**config.mk**
```make
export PLATFORM = sky130hd
export DESIGN_NAME = text_grid_render_ctl_flat
export DESIGN_NICKNAME = d
export VERILOG_FILES = /design/src/rtl/text_grid_render_ctl_pkg.sv /design/src/rtl/text_grid_render_ctl_if.sv /design/src/rtl/text_grid_render_ctl_vga_timing_delay.sv /design/src/rtl/text_grid_render_ctl.sv /design/src/flat_wrapper.sv
export SDC_FILE = /design/constraint.sdc
export NUM_CORES = 1
export LEC_CHECK = 0
export BUFFER_PORTS_ARGS = -buffer_cell sky130_fd_sc_hd__clkbuf_2
export CAP_MARGIN = 10
export CORE_MARGIN = 5
export CORE_UTILIZATION = 53
export CTS_CLUSTER_SIZE = 14
export DETAILED_ROUTE_END_ITERATION = 6
export GPL_TIMING_DRIVEN = 0
export PLACE_DENSITY = 0.82
export REMOVE_ABC_BUFFERS = 1
export SYNTH_ARGS = -nofsm -noshare
export SYNTH_HDL_FRONTEND = slang
export SYNTH_SLANG_ARGS = --single-unit
```
**constraint.sdc**
```tcl
create_clock -name pclk -period 0.9 [get_ports pclk]
set_input_delay 0.045 -clock pclk [delete_from_list [all_inputs] [get_ports pclk]]
set_output_delay 0.045 -clock pclk [all_outputs]
set_load 0.05 [all_outputs]
```
**src/rtl/text_grid_render_ctl_pkg.sv**
```systemverilog
// Shared geometry constants and the VGA timing bundle used by the
// 16x16 text grid overlay and its delay line.
package text_grid_pkg;

    localparam int TEXT_COLS = 16;
    localparam int TEXT_ROWS = 16;
    localparam int CHAR_W    = 8;
    localparam int CHAR_H    = 16;
    localparam int BOX_W     = TEXT_COLS * CHAR_W;
    localparam int BOX_H     = TEXT_ROWS * CHAR_H;
    localparam int PIPE_LAT  = 3;

    typedef struct packed {
        logic [10:0] hcount;
        logic [10:0] vcount;
        logic        hsync;
        logic        vsync;
        logic        hblnk;
        logic        vblnk;
    } vga_timing_t;

endpackage

```
**src/rtl/text_grid_render_ctl_if.sv**
```systemverilog
// VGA stream in/out plus the char-code/font ROM address and data lines
// of the text grid overlay; the parent (master) owns both ROMs.
interface text_grid_render_ctl_if;

    logic        text_en;
    logic [10:0] hcount_in;
    logic [10:0] vcount_in;
    logic        hsync_in;
    logic        vsync_in;
    logic        hblnk_in;
    logic        vblnk_in;
    logic [11:0] rgb_in;

    logic [7:0]  char_xy;
    logic [3:0]  char_line;
    logic [7:0]  char_pixels;

    logic [10:0] hcount_out;
    logic [10:0] vcount_out;
    logic        hsync_out;
    logic        vsync_out;
    logic        hblnk_out;
    logic        vblnk_out;
    logic [11:0] rgb_out;

    modport master (
        output text_en, hcount_in, vcount_in, hsync_in, vsync_in, hblnk_in, vblnk_in, rgb_in,
        output char_pixels,
        input  char_xy, char_line,
        input  hcount_out, vcount_out, hsync_out, vsync_out, hblnk_out, vblnk_out, rgb_out
    );

    modport slave (
        input  text_en, hcount_in, vcount_in, hsync_in, vsync_in, hblnk_in, vblnk_in, rgb_in,
        input  char_pixels,
        output char_xy, char_line,
        output hcount_out, vcount_out, hsync_out, vsync_out, hblnk_out, vblnk_out, rgb_out
    );

endinterface

```
**src/rtl/text_grid_render_ctl_vga_timing_delay.sv**
```systemverilog
// N-stage register delay for the VGA timing bundle and its pixel colour,
// keeping them aligned with the ROM lookup pipeline.
module vga_timing_delay
    import text_grid_pkg::*;
#(
    parameter int N = 2
) (
    input  logic        pclk,
    input  logic        rst_n,
    input  vga_timing_t timing_in,
    input  logic [11:0] rgb_in,
    output vga_timing_t timing_out,
    output logic [11:0] rgb_out
);

    vga_timing_t timing_q [N];
    logic [11:0] rgb_q    [N];

    always_ff @(posedge pclk or negedge rst_n) begin
        if (!rst_n) begin
            for (int i = 0; i < N; i++) begin
                timing_q[i] <= '0;
                rgb_q[i]    <= '0;
            end
        end else begin
            timing_q[0] <= timing_in;
            rgb_q[0]    <= rgb_in;
            for (int i = 1; i < N; i++) begin
                timing_q[i] <= timing_q[i-1];
                rgb_q[i]    <= rgb_q[i-1];
            end
        end
    end

    assign timing_out = timing_q[N-1];
    assign rgb_out    = rgb_q[N-1];

endmodule

```
**src/rtl/text_grid_render_ctl.sv**
```systemverilog
// Overlays a 16x16 grid of 8x16 glyphs on the VGA stream: addresses the
// char-code and font ROMs, realigns the font row and applies enable/blink.
module text_grid_render_ctl
    import text_grid_pkg::*;
#(
    parameter logic [10:0] X_POS        = 11'd0,
    parameter logic [10:0] Y_POS        = 11'd0,
    parameter logic [11:0] TEXT_COLOR   = 12'hFFF,
    parameter logic [7:0]  BLINK_FRAMES = 8'd0
) (
    input  logic                  pclk,
    input  logic                  rst_n,
    text_grid_render_ctl_if.slave bus
);

    localparam logic [11:0] X_LO = {1'b0, X_POS};
    localparam logic [11:0] X_HI = X_LO + 12'(BOX_W);
    localparam logic [11:0] Y_LO = {1'b0, Y_POS};
    localparam logic [11:0] Y_HI = Y_LO + 12'(BOX_H);

    logic        in_box;
    logic [6:0]  rel_x;
    logic [7:0]  rel_y;
    logic        in_box0;
    logic        in_box1;
    logic [2:0]  bit_idx0;
    logic [2:0]  bit_idx1;
    logic        pix;
    logic        draw;
    logic        vsync_q;
    logic        vsync_rise;
    logic        en_frame;
    logic        visible;
    logic [7:0]  cnt;
    vga_timing_t timing_in;
    vga_timing_t timing_d2;
    logic [11:0] rgb_d2;

    // Box test on 12-bit extended counts so X_POS+128 cannot wrap.
    always_comb begin
        in_box = ({1'b0, bus.hcount_in} >= X_LO) && ({1'b0, bus.hcount_in} < X_HI) &&
                 ({1'b0, bus.vcount_in} >= Y_LO) && ({1'b0, bus.vcount_in} < Y_HI);
        rel_x  = 7'(bus.hcount_in - X_POS);
        rel_y  = 8'(bus.vcount_in - Y_POS);
    end

    assign timing_in = '{hcount: bus.hcount_in, vcount: bus.vcount_in,
                         hsync:  bus.hsync_in,  vsync:  bus.vsync_in,
                         hblnk:  bus.hblnk_in,  vblnk:  bus.vblnk_in};

    vga_timing_delay #(.N(2)) u_timing_delay (
        .pclk       (pclk),
        .rst_n      (rst_n),
        .timing_in  (timing_in),
        .rgb_in     (bus.rgb_in),
        .timing_out (timing_d2),
        .rgb_out    (rgb_d2)
    );

    always_ff @(posedge pclk or negedge rst_n) begin
        if (!rst_n) begin
            bus.char_xy   <= '0;
            bus.char_line <= '0;
            bit_idx0      <= '0;
            in_box0       <= 1'b0;
            bit_idx1      <= '0;
            in_box1       <= 1'b0;
        end else begin
            bus.char_xy   <= in_box ? {rel_y[7:4], rel_x[6:3]} : 8'd0;
            bus.char_line <= in_box ? rel_y[3:0] : 4'd0;
            bit_idx0      <= rel_x[2:0];
            in_box0       <= in_box;
            bit_idx1      <= bit_idx0;
            in_box1       <= in_box0;
        end
    end

    // Frame-level state only changes on a vsync rising edge.
    assign vsync_rise = bus.vsync_in && !vsync_q;

    always_ff @(posedge pclk or negedge rst_n) begin
        if (!rst_n) begin
            vsync_q  <= 1'b0;
            en_frame <= 1'b0;
            cnt      <= '0;
            visible  <= 1'b1;
        end else begin
            vsync_q <= bus.vsync_in;
            if (vsync_rise) begin
                en_frame <= bus.text_en;
                if (BLINK_FRAMES != 8'd0) begin
                    if (cnt == BLINK_FRAMES - 8'd1) begin
                        cnt     <= '0;
                        visible <= !visible;
                    end else begin
                        cnt <= cnt + 8'd1;
                    end
                end
            end
        end
    end

    assign pix  = bus.char_pixels[3'd7 - bit_idx1];
    assign draw = in_box1 && pix && en_frame && visible && !timing_d2.hblnk && !timing_d2.vblnk;

    always_ff @(posedge pclk or negedge rst_n) begin
        if (!rst_n) begin
            bus.hcount_out <= '0;
            bus.vcount_out <= '0;
            bus.hsync_out  <= 1'b0;
            bus.vsync_out  <= 1'b0;
            bus.hblnk_out  <= 1'b0;
            bus.vblnk_out  <= 1'b0;
            bus.rgb_out    <= '0;
        end else begin
            bus.hcount_out <= timing_d2.hcount;
            bus.vcount_out <= timing_d2.vcount;
            bus.hsync_out  <= timing_d2.hsync;
            bus.vsync_out  <= timing_d2.vsync;
            bus.hblnk_out  <= timing_d2.hblnk;
            bus.vblnk_out  <= timing_d2.vblnk;
            bus.rgb_out    <= draw ? TEXT_COLOR : rgb_d2;
        end
    end

endmodule

```
**src/flat_wrapper.sv**
```systemverilog
// flat-port wrapper written by rule: the top's interface ports become plain ports
module text_grid_render_ctl_flat import text_grid_pkg::*;
#(
    parameter logic [10:0] X_POS        = 11'd0,
    parameter logic [10:0] Y_POS        = 11'd0,
    parameter logic [11:0] TEXT_COLOR   = 12'hFFF,
    parameter logic [7:0]  BLINK_FRAMES = 8'd0
)
  (pclk, rst_n, bus_text_en, bus_hcount_in, bus_vcount_in, bus_hsync_in, bus_vsync_in, bus_hblnk_in, bus_vblnk_in, bus_rgb_in, bus_char_pixels, bus_char_xy, bus_char_line, bus_hcount_out, bus_vcount_out, bus_hsync_out, bus_vsync_out, bus_hblnk_out, bus_vblnk_out, bus_rgb_out);
  text_grid_render_ctl_if bus_i ();
  input  logic pclk;
  input  logic rst_n;
  input wire logic [$bits(bus_i.text_en)-1:0] bus_text_en;
  input wire logic [$bits(bus_i.hcount_in)-1:0] bus_hcount_in;
  input wire logic [$bits(bus_i.vcount_in)-1:0] bus_vcount_in;
  input wire logic [$bits(bus_i.hsync_in)-1:0] bus_hsync_in;
  input wire logic [$bits(bus_i.vsync_in)-1:0] bus_vsync_in;
  input wire logic [$bits(bus_i.hblnk_in)-1:0] bus_hblnk_in;
  input wire logic [$bits(bus_i.vblnk_in)-1:0] bus_vblnk_in;
  input wire logic [$bits(bus_i.rgb_in)-1:0] bus_rgb_in;
  input wire logic [$bits(bus_i.char_pixels)-1:0] bus_char_pixels;
  output wire logic [$bits(bus_i.char_xy)-1:0] bus_char_xy;
  output wire logic [$bits(bus_i.char_line)-1:0] bus_char_line;
  output wire logic [$bits(bus_i.hcount_out)-1:0] bus_hcount_out;
  output wire logic [$bits(bus_i.vcount_out)-1:0] bus_vcount_out;
  output wire logic [$bits(bus_i.hsync_out)-1:0] bus_hsync_out;
  output wire logic [$bits(bus_i.vsync_out)-1:0] bus_vsync_out;
  output wire logic [$bits(bus_i.hblnk_out)-1:0] bus_hblnk_out;
  output wire logic [$bits(bus_i.vblnk_out)-1:0] bus_vblnk_out;
  output wire logic [$bits(bus_i.rgb_out)-1:0] bus_rgb_out;
  assign bus_i.text_en = bus_text_en;
  assign bus_i.hcount_in = bus_hcount_in;
  assign bus_i.vcount_in = bus_vcount_in;
  assign bus_i.hsync_in = bus_hsync_in;
  assign bus_i.vsync_in = bus_vsync_in;
  assign bus_i.hblnk_in = bus_hblnk_in;
  assign bus_i.vblnk_in = bus_vblnk_in;
  assign bus_i.rgb_in = bus_rgb_in;
  assign bus_i.char_pixels = bus_char_pixels;
  assign bus_char_xy = bus_i.char_xy;
  assign bus_char_line = bus_i.char_line;
  assign bus_hcount_out = bus_i.hcount_out;
  assign bus_vcount_out = bus_i.vcount_out;
  assign bus_hsync_out = bus_i.hsync_out;
  assign bus_vsync_out = bus_i.vsync_out;
  assign bus_hblnk_out = bus_i.hblnk_out;
  assign bus_vblnk_out = bus_i.vblnk_out;
  assign bus_rgb_out = bus_i.rgb_out;
  text_grid_render_ctl #(.X_POS(X_POS), .Y_POS(Y_POS), .TEXT_COLOR(TEXT_COLOR), .BLINK_FRAMES(BLINK_FRAMES)) u_core (.pclk(pclk), .rst_n(rst_n), .bus(bus_i));
endmodule
```
Word level (Yosys, flattened, before mapping)
Index checks and enable logic that the tools add are counted.
{ "classes": {"addsub": 1, "multipliers": 0, "div": 0, "n_lt_le_gt_ge": 3, "eq_ne": 0, "shifts": 0, "n_mux": 5, "bitwise_logic": 0, "reduce_logical": 10} }
{ "ops": {"columns": ["cell", "count"], "rows": [
  ["12-bit 2-to-1 mux", 1],
  ["11-bit by 8-bit less-than comparator with 1-bit output, second input constant", 1],
  ["11-bit by 9-bit less-than comparator with 1-bit output, second input constant", 1],
  ["8-bit 2-to-1 mux", 1],
  ["1-bit logical AND", 7],
  ["3-bit by 4-bit less-than comparator with 1-bit output, second input constant", 1],
  ["4-bit 2-to-1 mux", 1],
  ["1-bit binary-select mux with 3-bit select", 1],
  ["1-bit zero test", 3],
  ["3-bit subtractor, first input constant", 1],
  ["1-bit 2-to-1 mux", 1]
]} }
{ "word_totals": {"ff_bits": 135, "latch_bits": 0, "ram_bits": 0, "romBits": 0, "in_bits": 49, "output_inout_bits": 50, "word_cells": 47, "mem_count": 0} }

Logic depth before layout (Yosys ltp)
{ "logic_depth": {"depth_word": 9, "mapped_depth": 3, "ltp_nobuf": 2} }

By module
From an unflattened synthesis, not the netlist that was laid out.
{ "hier_totals": {"cells_unflattened": 181, "area_unflattened_um2": 3602.2} }
{ "by_module_without_submodules": {"columns": ["mod", "n_inst", "cells_each", "area_per_inst_um2", "seq_area_each_um2"], "rows": [
  ["vga_timing_delay", 1, 114, 2187.1, 1901.8],
  ["text_grid_render_ctl", 1, 67, 1415.1, 1251.2]
]} }

Worst setup path before layout
OpenSTA, ideal clock, no wires.
{ "synth_path": {"path_type": "input to register", "start": "input bus_hcount_in[9]", "end": "register u_core.bus.char_line[0]", "setup_ps": 68, "t_arrival_ps": 647, "required_time_ps": 832, "path_slack_ps": 185, "cell_stages": 3, "n_path_buf": 1, "cell_sequence": "nor4_4 buf_6 and4b_1"} }
{ "synth_between": {"elab_chain_cells": 3} }
{ "synth_rtl": {"columns": ["item", "line_no", "rtl"], "rows": [
  ["start: declaration", "flat_wrapper.sv:14", "input wire logic [$bits(bus_i.hcount_in)-1:0] bus_hcount_in;"],
  ["11-bit by 8-bit less-than comparator with 1-bit output", "text_grid_render_ctl.sv:41", "in_box = ({1'b0, bus.hcount_in} >= X_LO) && ({1'b0, bus.hcount_in} < X_HI) &&"],
  ["1-bit logical AND", "text_grid_render_ctl.sv:42", "({1'b0, bus.vcount_in} >= Y_LO) && ({1'b0, bus.vcount_in} < Y_HI);"],
  ["4-bit 2-to-1 mux", "text_grid_render_ctl.sv:70", "bus.char_line <= in_box ? rel_y[3:0] : 4'd0;"],
  ["end signal: assignment", "text_grid_render_ctl.sv:70", null],
  ["end: declaration", "text_grid_render_ctl_if.sv:36", "output char_xy, char_line,"]
]} }
Every way passes these cells.
A chain may end at the register's enable or synchronous reset.

Worst setup path in the final report
{ "layout_path": {"start": "register u_core.bus.char_line[2]", "end": "output bus_char_line[2]"} }
{ "layout_lines": {"columns": ["item", "line_no", "rtl"], "rows": [
  ["end: declaration", "flat_wrapper.sv:23", "output wire logic [$bits(bus_i.char_line)-1:0] bus_char_line;"]
]} }
No word-level cell between the ends.

==> summary.txt <==
Outcome: finished with violations
Failing checks: setup timing
FF-to-FF Start: u_core.u_timing_delay.rgb_out[9]
Core Footprint: 0.00599 mm2
TNS Setup: -9680 ps
Setup crit start: u_core.bus.char_line[2]
Unique masters post-synth: 6
Antenna Diode Count: 0
CP Capture Type: output port
Top FF cell, synth: dfrtp_1
Layer with the highest usage: met2
IO buf count: 89
Tmin final: 1130 ps
CP Capture Point: bus_char_line[2]
Worst relative slew slack: 0.474
Final nets: 338
Routed len/inst: 23.9 um
Worst hold path type: in2reg
Ys Warns: 1
FMAX: 887 MHz
R2r setup slk: 380 ps
EDFF count, synth: 0
Setup WS post-layout: -227 ps
Clock sink count: 126
Post-synth top cells: 126 x dfrtp_1, 12 x and4b_1, 2 x clkbuf_1
Register area share after synthesis: 0.951
Drt pass-1 iters: 4
Final clock skew: 5.98 ps
Routability cong.: 0.698
Die Ht: 89.1 um
Post-synthesis instance total: 143
Max Cap Viol: 0
Max FO, Critical Path: 1
Flops & latches, synth: 126
Gr usage total: 0.223
Post-layout util: 0.907
Largest net degree at the start of global routing: 127
Io pins: 99
First-pass GRT wire length: 12.1 mm
Crit-path leading delay family: flip-flops
RSZ-0062 raised after global routing: yes
Reg clk slew, reported paths: 60 ps
Drc violations: 0
Top cells by area, synth: dfrtp_1 95%, and4b_1 3.6%, nor4_4 0.64%, buf_6 0.34%, clkbuf_1 0.23%
Root Buffer: clkbuf_8
Proportion of layout cells with a drive suffix above 1: 0.411
Worst Setup Start Kind: flop
Levels on crit path: 1
R2r endpoint: u_core.bus.rgb_out[9]
Met2 Usage GRT: 0.403
Slowest-stage cell, CP: dfrtp_1
WP data arrival: 1080 ps
Vias/cell: 4.84
Clk_lat worst skew: 490 ps
Syn avg cell area: 23.2 um2
Vias: 1823
Final hold violations: 0
Final WL: 9.01 mm
DP HPWL: 3.25 mm
Max clock buf depth: 2
Worst Path Required: 850 ps
Overflow after GRT: 0
Peak VDD IR: 0.00216 V
Worst path cell trace: buf_8
CP Class: reg2out
Vias in the first global route: 2137
Mapped Area: 0.00332 mm2
FF-to-FF path depth: 0
Asr flop ratio synth: 1.00
Met3 Usage GRT: 0.0876
Crit path buffers/inverters: 1
Initial Util: 0.554
Final setup fails: 50
Inserted Clock Buffers: 17
Row cnt: 28
# H-tree levels: 4
Full die area: 0.00794 mm2
Fin. max-slew vios: 0
Area leader, netlist: dfrtp_1
Synth top area share: 0.951
Initial antenna violation count: 0
WHS: 83.0 ps
Pwr Density: 2730 mW/mm2
CP max stage delay: 420 ps
Antenna violation net count after detailed routing: 0
Iteration-0 DRC Markers: 83
Area Growth Syn to Fin: 63.9%
CTS tree: built
LEAKAGE: 2.61 nW
Width of the die: 89.1 um
Count leader, synth: dfrtp_1
Slew at the pin closest to its max-slew limit: 785 ps
Tcrit/Tclk final: 1.25
Met1 Use GR: 0.236
[final cells by class]
type / instances / area (um2)
clock buffer: 19 / 442
clock inverter: 13 / 235
fill: 184 / 554
multi-input combinational: 14 / 145
sequential: 126 / 3150
tap: 75 / 93.8
timing repair buffer: 130 / 1370
[sequential cells by signal (all words and copies together), names as in the netlist]
signal and cells:
u_core.bus.vblnk_out 1, u_core.u_timing_delay.timing_q 25, u_core.u_timing_delay.rgb_out 12, u_core.bus.rgb_out 12
u_core.bus.vcount_out 11, u_core.vsync_q 1, u_core.bus.char_line 4, u_core.bus.hcount_out 11
u_core.u_timing_delay.timing_out 26, u_core.u_timing_delay.rgb_q 12, u_core.bus.char_xy 8, u_core.bus.vsync_out 1
u_core.bus.hsync_out 1, u_core.bus.hblnk_out 1
[layout by cell type, fill, tap and decap left out]
cell	count
and4b_1	12
buf_12	1
buf_2	1
buf_6	1
buf_8	50
bufinv_16	6
clkbuf_16	16
clkbuf_2	38
clkbuf_8	3
clkinv_2	1
clkinv_4	3
clkinvlp_4	2
dfrtp_1	126
dlygate4sd3_1	39
inv_6	1
nor2_1	1
nor4_4	1
[per-stage QoR]
step                power, mW  cells  setup WS [ps]  instance area [um2]
floorplan                6.42    140            176                 3300
global placement         6.73    304          -1850                 3840
detailed placement       6.76    304           -160                 3850
CTS                      14.6    375           -225                 5350
global route             15.3    377           -252                 5440
finish                   14.9    377           -227                 5440
[cell families (layout without fill, tap and decap cells)]
kind of cell  after synthesis  after routing  synth area share
simple gates               14             14            0.0438
buf+inv                     3            162           0.00566
flops                     126            126             0.951
[report_power, final]
group          internal [mW]  switching [mW]
Clock                   5.23            2.56
Sequential              5.93           0.137
Combinational          0.427           0.584
Total                   11.6            3.28
[metal layers]
metal  wire (um)  part of all wire
met5           0                 0
met1        3050              0.34
met2        5090              0.56
met4          99             0.011
met3         768             0.085
[worst min path at each step]
stage | from | endpoint | slack [ps] | cells after the start
detailed placement | bus_rgb_in[2] | u_core.u_timing_delay.rgb_q[14] | 150 | 1
floorplan | rst_n | u_core.bus.char_line[0] | -250 | 0
global placement | bus_vblnk_in | u_core.u_timing_delay.timing_q[26] | 150 | 1
CTS | bus_vcount_in[9] | u_core.bus.char_xy[4] | 50 | 3
global route | bus_hcount_in[9] | u_core.bus.char_xy[5] | 80 | 4
finish | bus_hcount_in[9] | u_core.bus.char_xy[5] | 80 | 4
[repair_timing]
action | 4_1_cts | 5_1_grt
buffers inserted | 0 | 1
resized for setup | 100 | 53
endpoints found under the setup margin | 50 | 188
hold buffers | 39 | 4
cloned | 0 | 1
hold endpoints to repair | 176 | 4
pin swaps | 0 | 1
No activity file was read; power rests on OpenSTA's default activity.
